[src/rtl/multiplier_pkg.sv]
// Datapath control types shared by the multiplier/reduction blocks.
package multiplier_pkg;
    typedef enum logic [1:0] {
        SCHED_RUN    = 2'd0,
        SCHED_DRAIN  = 2'd1,
        SCHED_HALTED = 2'd2
    } sched_state_e;
endpackage

[src/rtl/params_pkg.sv]
// Shared datapath parameters: reduction modulus constants and scheduler defaults.
package params_pkg;
    localparam int DATA_LENGTH = 32;
    localparam logic [DATA_LENGTH-1:0] MODULUS        = 32'h007F_E001;
    localparam logic [DATA_LENGTH-1:0] MODULUS_LENGTH = 32'd23;
    // floor(2^(2*23) / MODULUS)
    localparam logic [DATA_LENGTH-1:0] MU             = 32'h0080_2007;

    localparam int NUM_REQ       = 4;
    localparam int SCHED_LATENCY = 5;

    typedef logic [$clog2(NUM_REQ)-1:0] req_id_t;
endpackage

[src/rtl/rr_arbiter.sv]
// Round-robin arbiter: one-hot grant plus encoded index, priority starts after the last accepted index.
module rr_arbiter #(
    parameter int N = 4
) (
    input  logic                 clk_i,
    input  logic                 rst_i,
    input  logic [N-1:0]         req,
    input  logic                 accept,
    input  logic                 enable,
    output logic [N-1:0]         grant,
    output logic [$clog2(N)-1:0] idx
);
    localparam int IW = $clog2(N);

    logic [IW-1:0] last;
    logic          found;

    always_ff @(posedge clk_i or posedge rst_i) begin
        if (rst_i)       last <= IW'(N-1);
        else if (accept) last <= idx;
    end

    always_comb begin
        grant = '0;
        idx   = '0;
        found = 1'b0;
        for (int i = 1; i <= N; i++) begin
            if (!found && req[(int'(last) + i) % N]) begin
                found                      = 1'b1;
                grant[(int'(last) + i) % N] = 1'b1;
                idx                        = IW'((int'(last) + i) % N);
            end
        end
        if (!enable) grant = '0;
    end
endmodule

[src/rtl/barrett_sched.sv]
// Shares one pipelined Barrett reduction unit among NUM_REQ requesters with ID tagging and drain.
// Optional protocol checker enabled by defining BARRETT_SCHED_CHECK_EN.
module barrett_sched
    import multiplier_pkg::*;
#(
    parameter int NUM_REQ = params_pkg::NUM_REQ,
    parameter int LATENCY = params_pkg::SCHED_LATENCY
) (
    input  logic                                              clk_i,
    input  logic                                              rst_i,
    input  logic [NUM_REQ-1:0]                                req_valid_i,
    input  logic [NUM_REQ-1:0][params_pkg::DATA_LENGTH-1:0]   req_x_i,
    output logic [NUM_REQ-1:0]                                req_ready_o,
    output logic [NUM_REQ-1:0]                                resp_valid_o,
    output logic [params_pkg::DATA_LENGTH-1:0]                resp_r_o,
    output logic                                              bu_start_o,
    output logic [params_pkg::DATA_LENGTH-1:0]                bu_x_o,
    output logic [params_pkg::DATA_LENGTH-1:0]                bu_q_o,
    output logic [params_pkg::DATA_LENGTH-1:0]                bu_q_bl_o,
    output logic [params_pkg::DATA_LENGTH-1:0]                bu_mu_o,
    input  logic [params_pkg::DATA_LENGTH-1:0]                bu_result_i,
    input  logic                                              bu_valid_i,
    input  logic                                              drain_i,
    output logic                                              drained_o,
    output logic                                              err_o
);
    localparam int IW = $clog2(NUM_REQ);
    localparam int CW = $clog2(LATENCY + 2);

    localparam logic [1:0] S_RUN    = SCHED_RUN;
    localparam logic [1:0] S_DRAIN  = SCHED_DRAIN;
    localparam logic [1:0] S_HALTED = SCHED_HALTED;

    logic [1:0]                    state;
    logic [NUM_REQ-1:0]            grant;
    logic [IW-1:0]                 gnt_idx;
    logic [IW-1:0]                 iss_id;
    logic                          accept;
    logic                          arb_en;
    logic [LATENCY-1:0]            vld_pipe;
    logic [LATENCY-1:0][IW-1:0]    id_pipe;
    logic [CW-1:0]                 inflight;
    logic                          tail_vld;
    logic [IW-1:0]                 tail_id;

    // Gating on drain_i directly makes ready drop in the same cycle drain is raised.
    assign arb_en = (state == S_RUN) && !drain_i && !rst_i;

    rr_arbiter #(.N(NUM_REQ)) u_arb (
        .clk_i  (clk_i),
        .rst_i  (rst_i),
        .req    (req_valid_i),
        .accept (accept),
        .enable (arb_en),
        .grant  (grant),
        .idx    (gnt_idx)
    );

    assign req_ready_o = grant;
    assign accept      = |(req_valid_i & grant);

    assign bu_q_o    = params_pkg::MODULUS;
    assign bu_q_bl_o = params_pkg::MODULUS_LENGTH;
    assign bu_mu_o   = params_pkg::MU;

    always_ff @(posedge clk_i or posedge rst_i) begin
        if (rst_i) begin
            bu_start_o <= 1'b0;
            bu_x_o     <= '0;
            iss_id     <= '0;
        end else begin
            bu_start_o <= accept;
            if (accept) begin
                bu_x_o <= req_x_i[gnt_idx];
                iss_id <= gnt_idx;
            end
        end
    end

    // Tag line depth equals unit latency so the tail lines up with bu_valid_i.
    always_ff @(posedge clk_i or posedge rst_i) begin
        if (rst_i) begin
            vld_pipe <= '0;
            id_pipe  <= '0;
        end else begin
            vld_pipe[0] <= bu_start_o;
            id_pipe[0]  <= iss_id;
            for (int i = 1; i < LATENCY; i++) begin
                vld_pipe[i] <= vld_pipe[i-1];
                id_pipe[i]  <= id_pipe[i-1];
            end
        end
    end

    assign tail_vld = vld_pipe[LATENCY-1];
    assign tail_id  = id_pipe[LATENCY-1];

    always_ff @(posedge clk_i or posedge rst_i) begin
        if (rst_i) begin
            inflight <= '0;
        end else begin
            case ({bu_start_o, tail_vld})
                2'b10:   inflight <= inflight + CW'(1);
                2'b01:   inflight <= inflight - CW'(1);
                default: inflight <= inflight;
            endcase
        end
    end

    always_ff @(posedge clk_i or posedge rst_i) begin
        if (rst_i) begin
            state <= S_RUN;
        end else begin
            case (state)
                S_RUN:    if (drain_i) state <= S_DRAIN;
                S_DRAIN:  if (inflight == '0 && !bu_start_o) state <= S_HALTED;
                S_HALTED: if (!drain_i) state <= S_RUN;
                default:  state <= S_RUN;
            endcase
        end
    end

    assign drained_o = (state == S_HALTED);

    always_comb begin
        resp_valid_o = '0;
        if (tail_vld) resp_valid_o[tail_id] = 1'b1;
    end

    assign resp_r_o = bu_result_i;

`ifdef BARRETT_SCHED_CHECK_EN
    logic err_q;

    always_ff @(posedge clk_i or posedge rst_i) begin
        if (rst_i) err_q <= 1'b0;
        else if ((bu_valid_i != tail_vld) ||
                 (tail_vld && (bu_result_i >= params_pkg::MODULUS)))
            err_q <= 1'b1;
    end

    assign err_o = err_q;
`else
    logic unused_bu_valid;
    assign unused_bu_valid = bu_valid_i;
    assign err_o           = 1'b0;
`endif
endmodule

[config.mk]
export PLATFORM = sky130hd
export DESIGN_NAME = barrett_sched
export DESIGN_NICKNAME = d
export VERILOG_FILES = /design/src/rtl/multiplier_pkg.sv /design/src/rtl/params_pkg.sv /design/src/rtl/rr_arbiter.sv /design/src/rtl/barrett_sched.sv
export SDC_FILE = /design/constraint.sdc
export NUM_CORES = 1
export LEC_CHECK = 0
export CAP_MARGIN = 10
export CELL_PAD_IN_SITES_DETAIL_PLACEMENT = 2
export CELL_PAD_IN_SITES_GLOBAL_PLACEMENT = 2
export CORE_ASPECT_RATIO = 0.5
export CORE_MARGIN = 1.5
export CORE_UTILIZATION = 22
export CTS_BUF_LIST = sky130_fd_sc_hd__clkbuf_8
export DETAILED_ROUTE_END_ITERATION = 16
export PLACE_DENSITY = 0.89
export SLEW_MARGIN = 15
export SYNTH_ARGS = -nofsm -noshare
export SYNTH_HDL_FRONTEND = slang
export SYNTH_SLANG_ARGS = --single-unit
[constraint.sdc]
create_clock -name clk_i -period 5.2 [get_ports clk_i]
set_input_delay 1.04 -clock clk_i [delete_from_list [all_inputs] [get_ports clk_i]]
set_output_delay 1.04 -clock clk_i [all_outputs]
set_load 0.005 [all_outputs]
======== Word-level counts from Yosys, hierarchy flattened ========
Index checks and enable logic that the tools add are counted.
cells by class
  add/subtract/negate cells ............... 6
  multipliers ............................. 0
  div/mod/pow operators ................... 0
  magnitude comparators ................... 11
  equal/unequal tests ..................... 7
  shift operators ......................... 0
  multiplexer cells ....................... 42
  bitwise operators ....................... 8
  reduce and logical (&&, ||, !) cells .... 26
operator list
  kind                                                                    number
  32-bit binary-select mux with 2-bit select                              1
  32-bit 2-to-1 mux                                                       1
  4-bit 2-to-1 mux                                                        6
  3-bit by 4-bit < comparator with 1-bit output (second input constant)   4
  1-bit 2-to-1 mux                                                        16
  2-bit 2-to-1 mux                                                        7
  3-bit by 1-bit >= comparator with 1-bit output (second input constant)  4
  4-bit OR                                                                3
  1-bit logical AND                                                       11
  1-bit demux with 2-bit select                                           5
  1-bit binary-select mux with 2-bit select                               4
  2-bit OR reduction                                                      4
  1-bit logical NOT                                                       6
  2-bit by 3-bit < comparator with 1-bit output (second input constant)   2
  2-bit inequality test (second input constant)                           3
  2-bit one-hot mux with 3 select lines                                   1
  3-bit one-hot mux with 2 select lines                                   1
  2-bit by 1-bit adder with 2-bit output (second input constant)          2
  2-bit adder (second input constant)                                     2
  1-bit AND (first input constant)                                        4
  4-bit AND                                                               1
  2-bit by 1-bit equality test with 1-bit output (second input constant)  2
  2-bit equality test (second input constant)                             2
  4-bit OR reduction                                                      1
  other kinds (7)                                                         7
word-level totals
  flip-flop bits (word level) ............. 57
  latch bits .............................. 0
  memory bits (writable) .................. 0
  bits in read-only memories .............. 0
  input port bits ......................... 168
  output and inout port bits .............. 171
  logic and storage cells ................. 112
  memories kept ........................... 0

======== Logic depth before layout (Yosys ltp) ========
  depth after elaboration ................. 19
  depth in mapped cells ................... 12
  depth with buffers taken out ............ 9

======== By module ========
A second synthesis with hierarchy kept.
second synthesis, totals
  cell total of the unflattened synthesis .. 340
  area, all modules ....................... 4291.6 um^2
modules (own cells, without submodules)
  module         times used  cells an instance  area an instance (um^2)  seq. area each (um^2)
  barrett_sched  1           287                3747.3                   1376.3
  rr_arbiter     1           53                 544.3                    52.6

======== Worst setup path before layout ========
OpenSTA, ideal clock, no wires.
  path kind ............................... input to output
  start ................................... input port rst_i
  end ..................................... output port req_ready_o[0]
  arrival ................................. 2.798 ns
  required time ........................... 4.160 ns
  slack ................................... 1.362 ns
  cell stages on the path ................. 3
  path buffers ............................ 0
  cells stage by stage .................... inv_1 nand3_1 nor2_1
between the ends
  longest elaborated chain between the ends .. 3
ends and longest elaborated chain
  element                      RTL line             RTL
  start: declaration           barrett_sched.sv:10  input logic rst_i,
  1-bit logical NOT (no line)  n/a
  1-bit logical AND            barrett_sched.sv:47  assign arb_en = (state == S_RUN) && !drain_i && !rst_i;
  4-bit 2-to-1 mux             rr_arbiter.sv:34     if (!enable) grant = '0;
  end: declaration             barrett_sched.sv:13  output logic [NUM_REQ-1:0] req_ready_o,
No other way between the ends.

======== Worst setup path after layout ========
  start ................................... register u_arb.last[0]
  end ..................................... output port req_ready_o[2]
between the ends
  longest elaborated chain between the ends .. 15
  elaborated cells on any way between the ends .. 61
  those cells by class .................... add/sub: 4; order compare: 8; mux: 28; bitwise: 7; reduce/logical: 14
ends and longest elaborated chain
  element                                                                                            RTL line                            RTL
  start: declaration                                                                                 rr_arbiter.sv:15                    logic [IW-1:0] last;
  start signal: assignment                                                                           rr_arbiter.sv:19                    if (rst_i) last <= IW'(N-1);
  start signal: assignment                                                                           rr_arbiter.sv:20                    else if (accept) last <= idx;
  2-bit by 1-bit adder with 2-bit output                                                             rr_arbiter.sv:28, rr_arbiter.sv:30
  2-bit OR reduction (no line) / 1-bit binary-select mux with 2-bit select (equally long branches)   n/a
  1-bit AND (no line) / 1-bit 2-to-1 mux (equally long branches)                                     n/a
  3-bit by 4-bit < comparator with 1-bit output (not written as such), or another cell as far along  rr_arbiter.sv:30                    grant[(int'(last) + i) % N] = 1'b1;
  1-bit logical AND (not written as such) / 1-bit 2-to-1 mux (equally long branches)                 rr_arbiter.sv:30, rr_arbiter.sv:28
  1-bit 2-to-1 mux (not written as such) / 1-bit logical NOT (equally long branches)                 rr_arbiter.sv:30, rr_arbiter.sv:28
  1-bit demux with 2-bit select / 1-bit logical AND (equally long branches)                          n/a
  4-bit 2-to-1 mux / 1-bit 2-to-1 mux (equally long branches)                                        rr_arbiter.sv:28                    if (!found && req[(int'(last) + i) % N]) begin
  4-bit OR (no line) / 1-bit logical NOT (equally long branches)                                     n/a
  4-bit 2-to-1 mux / 1-bit logical AND (equally long branches)                                       rr_arbiter.sv:28
  4-bit OR (no line) / 1-bit 2-to-1 mux (equally long branches)                                      n/a
  4-bit 2-to-1 mux / 1-bit logical NOT (equally long branches)                                       rr_arbiter.sv:28
  4-bit OR (no line) / 1-bit logical AND (equally long branches)                                     n/a
  4-bit 2-to-1 mux (*)                                                                               rr_arbiter.sv:28
  4-bit 2-to-1 mux (*)                                                                               rr_arbiter.sv:34
Mark *: on every way between the ends. The rest lies on a longest branch, timed or not. The select of a mux whose other input is x is not followed.

==> results_tabular.tex <==
\begin{tabular}{lr}
\hline
Metric & Value \\
\hline
\multicolumn{2}{l}{\textbf{Worst setup path}} \\
\quad Slowest CP cell & sky130\_fd\_sc\_hd\_\_mux4\_2 \\
\quad Worst R2R Setup Slack & 1.21 ns \\
\quad CP top delay family & buffers and inverters \\
\quad Worst setup path class & flop to output port \\
\quad CP endpoint kind & output port \\
\quad Critical path data arrival time & 3.85 ns \\
\quad Element type at the critical path start & flop \\
\quad Critical path's largest stage delay & $\sim$0.77 ns \\
\quad Reg-to-reg endpoint & bu\_x\_o[6] \\
\quad Reg2reg start & u\_arb.last[0] \\
\quad Cell breakdown of the critical path & buf\_4 -> mux4\_2 -> nor2b\_1 -> a221oi\_1 -> a21oi\_1 -> a21oi\_1 -> nor2\_1 -> clkdlybuf4s50\_1 \\
\quad Dominant cell type by count on the critical path & sky130\_fd\_sc\_hd\_\_a21oi\_1 \\
\quad Critical Path Fanout Max & 83 \\
\quad Critical path required time & 4.16 ns \\
\quad Buffers \& Inverters on Critical Path & 2 \\
\quad Register-to-Register Path Depth & 10 \\
\multicolumn{2}{l}{\textbf{Power and ir drop}} \\
\quad Pleak & a little under 0.003 uW \\
\quad Peak VDD IR & 0.000283 V \\
\quad Pwr/cell area & 505 mW/mm2 \\
\multicolumn{2}{l}{\textbf{Die}} \\
\quad Count of standard-cell rows & 40 \\
\quad Core ar. & about 0.024 mm2 \\
\quad Number of placed I/O pins & 339 \\
\quad Horiz. Die Dim & $\sim$230 um \\
\quad Starting Density & 0.225 \\
\quad Die Y-Extent & 114 um \\
\quad Die footprint & 0.0258 mm2 \\
\multicolumn{2}{l}{\textbf{Clock network}} \\
\quad Max clock buf depth & 2 \\
\quad Post-CTS Hold Buffers & 0 \\
\quad Number of clock buffers inserted by TritonCTS & 9 \\
\quad Clock-pin slew reported for the worst setup and hold paths after clock tree synthesis & roughly 0.08 ns \\
\quad Buffer cell driving the clock tree root & sky130\_fd\_sc\_hd\_\_clkbuf\_8 \\
\quad Number of setup buffers added after CTS & 0 \\
\quad Post-CTS sizing & 0 \\
\quad Number of levels the H-tree was split into & 3 \\
\quad CTS Sinks & 57 \\
\quad Clock tree from TritonCTS & done \\
\quad Latest clock arrival within the worst-skew pair & 0.35 ns \\
\multicolumn{2}{l}{\textbf{Placed design}} \\
\quad Post-DP HPWL & around 15000 um \\
\quad Worst slack after detailed placement & around 0.42 ns \\
\quad GPL Wtd Cong & between 0.8 and 0.9 \\
\quad Port bufs & 176 \\
\multicolumn{2}{l}{\textbf{Detailed routing}} \\
\quad DRT Pass-1 Iters & 4 \\
\quad Wire length after detailed routing & 19800 um \\
\quad DRC violations left & 0 \\
\quad Residual antenna-violating net count after detailed routing & 0 \\
\quad First-iteration detailed-routing DRC count & 255 \\
\quad Via count & about 5000 \\
\quad Vias/cell & 4.65 \\
\quad Wirelength per Cell & 18.2 um \\
\multicolumn{2}{l}{\textbf{STA}} \\
\quad Unrepaired setup endpoints after global routing & false \\
\quad Minimum period implied by the final worst setup slack & 4.89 ns \\
\quad Maximum clock frequency & 0.204 GHz \\
\quad Skew final & around 0.0056 ns \\
\quad Worst-margin pin slew & 1.02 ns \\
\quad Final-layout setup total negative slack & 0 ns \\
\quad Final worst-path setup slack & around 0.31 ns \\
\quad Final hold violations & 0 \\
\quad Setup violations, final & 0 \\
\quad Slew HR & 0.319 \\
\quad Slew Viols, Final & 0 \\
\quad Share of the clock period used by the worst path & 0.941 \\
\multicolumn{2}{l}{\textbf{Yosys}} \\
\quad Area share of and/or/nand/nor cells after synthesis & 0.0579 \\
\quad Number of distinct standard cells referenced by the synthesized netlist & 45 \\
\quad Main combinational cell family by area after synthesis & compound AO/OA/AOI/OAI gates \\
\quad Share of the synthesized area in compound gates (AO/OA/AOI/OAI) & 0.261 \\
\quad Fraction of registers with async set/reset & 1.00 \\
\quad Synthesized flop and latch total & 57 \\
\quad Flip-flop cell with the highest count after synthesis & sky130\_fd\_sc\_hd\_\_dfrtp\_1 \\
\quad Fraction of the mapped netlist area in adder cells & 0.0243 \\
\quad Mux cell area share after synthesis & 0.159 \\
\quad Synthesized area & between 0.005 and 0.006 mm2 \\
\quad Synth Warn \# & 0 \\
\quad Synthesized area divided by synthesized cell count & 8.61 um2 \\
\quad Fraction of synthesized cell area in xor and xnor cells & 0.00482 \\
\quad Number of cells produced by synthesis & 633 \\
\quad Number of flops mapped to enable cells by yosys & 0 \\
\quad Part of the Yosys area used for sequential elements & 0.262 \\
\multicolumn{2}{l}{\textbf{Finish}} \\
\quad Layout cell share with drive strength beyond 1 & 0.133 \\
\quad Final-stage net count & 927 \\
\quad Most common cell after layout, fill and taps aside & sky130\_fd\_sc\_hd\_\_clkdlybuf4s50\_1 \\
\quad Area overhead of the layout relative to synthesis & 30.7\% \\
\quad Number of diodes added for antenna fixing & 0 \\
\quad Most frequent cells in the layout & sky130\_fd\_sc\_hd\_\_clkdlybuf4s50\_1 (176), sky130\_fd\_sc\_hd\_\_conb\_1 (97), sky130\_fd\_sc\_hd\_\_o21ai\_0 (70) \\
\multicolumn{2}{l}{\textbf{Worst hold path}} \\
\quad Origin of the worst min-delay path & id\_pipe[5] \\
\quad Hold Path Stages & 0 \\
\quad Worst hold path class & flop to flop \\
\quad Hold Path Sink & id\_pipe[7] \\
\multicolumn{2}{l}{\textbf{GRT}} \\
\quad First-pass GRT wire length & 30700 um \\
\quad Initial antenna violation count & 0 \\
\quad Aggregate global routing overflow & 0 \\
\quad GRT Util Overall & 0.153 \\
\quad Number of global-route vias before repair & around 5600 \\
\quad Largest net degree at the start of global routing & 84 \\
\multicolumn{2}{l}{\textbf{Flow run}} \\
\quad Total of max-cap violations & 0 \\
\multicolumn{2}{l}{\textbf{Run status}} \\
\quad Status & finished clean \\
\hline
\end{tabular}
-- sequential cells by signal, indices dropped and copies added (netlist names) --
name        cells
bu_x_o         32
u_arb.last      2
vld_pipe        5
iss_id          2
id_pipe         8
bu_start_o      1
tail_id         2
inflight        3
state           2
-- cells in the mapped netlist, types with 3 or more instances --
library cell               instances  area share
sky130_fd_sc_hd__a21oi_1           8      0.0073
sky130_fd_sc_hd__a221oi_1          4      0.0064
sky130_fd_sc_hd__a22oi_1           5      0.0069
sky130_fd_sc_hd__buf_1             8      0.0055
sky130_fd_sc_hd__buf_2             9      0.0083
sky130_fd_sc_hd__buf_4           131        0.18
sky130_fd_sc_hd__buf_6             6       0.012
sky130_fd_sc_hd__clkbuf_1         21       0.014
sky130_fd_sc_hd__dfrtp_1          55        0.25
sky130_fd_sc_hd__ha_1              9       0.021
sky130_fd_sc_hd__inv_1            12      0.0083
sky130_fd_sc_hd__mux2_2           63        0.13
sky130_fd_sc_hd__mux2i_1           5      0.0092
sky130_fd_sc_hd__mux4_2            4       0.017
sky130_fd_sc_hd__nand2_1          39       0.027
sky130_fd_sc_hd__nand2b_1          3      0.0034
sky130_fd_sc_hd__nor2_1           18       0.012
sky130_fd_sc_hd__nor3_1            4      0.0037
sky130_fd_sc_hd__o21ai_0          71       0.065
sky130_fd_sc_hd__o21ai_1          30       0.028
sky130_fd_sc_hd__o22a_1           31       0.050
sky130_fd_sc_hd__o22ai_1          67       0.077
-- metrics by stage --
stage / utilization / hold slack [ns] / instance area, um2 / power (uW) / std cells
CTS: 0.295 / 0.358 / 7120 / 3640 / 1090
detailed placement: 0.285 / 0.336 / 6890 / 3130 / 1074
global placement: 0.285 / 0.331 / 6890 / 2960 / 1074
floorplan: - / 0.331 / 5800 / 2320 / 728
finish: 0.295 / 0.352 / 7120 / 3590 / 1090
global route: 0.295 / 0.362 / 7120 / 3910 / 1090
-- cell type report --
class,instances,area [um2]
sequential,57,1430
multi-input combinational,484,3140
tap,336,420
fill,2776,17100
clock buffer,9,124
inverter,12,45.0
timing repair buffer,185,1850
clock inverter,7,103
-- layer usage --
layer	GRT usage	part of all wire	routed length [um]
met4	0.0604	0.035	692
met5	0	0	0
met3	0.0318	0.028	558
met2	0.291	0.54	10800
met1	0.166	0.39	7770
-- worst max path at each step --
stage,slack [ns],cells past startpoint,startpoint,end
global route,0.07,8,u_arb.last[0],req_ready_o[2]
finish,0.31,8,u_arb.last[0],req_ready_o[2]
global placement,0.58,8,req_valid_i[1],req_ready_o[3]
CTS,0.30,8,u_arb.last[0],req_ready_o[2]
detailed placement,0.42,8,req_valid_i[1],req_ready_o[2]
floorplan,1.36,3,rst_i,req_ready_o[0]
-- logic make-up (layout without fill, tap and decap cells) --
logic type,after synthesis,count (layout)
adders and majority gates,10,10
DFF,57,57
muxes,73,73
and+or+nand+nor,73,73
other,2,97
AOI/OAI and AO/OA,228,228
buffers and inverters,187,213
xor gates and xnor gates,3,3
-- power breakdown --
group	internal, uW	total, uW	leakage, uW	switching (uW)
logic	1090	2360	0.00206	1270
clock network	274	488	0.000110	214
registers	633	742	0.000720	109
Power figures use the tool's default switching activity.
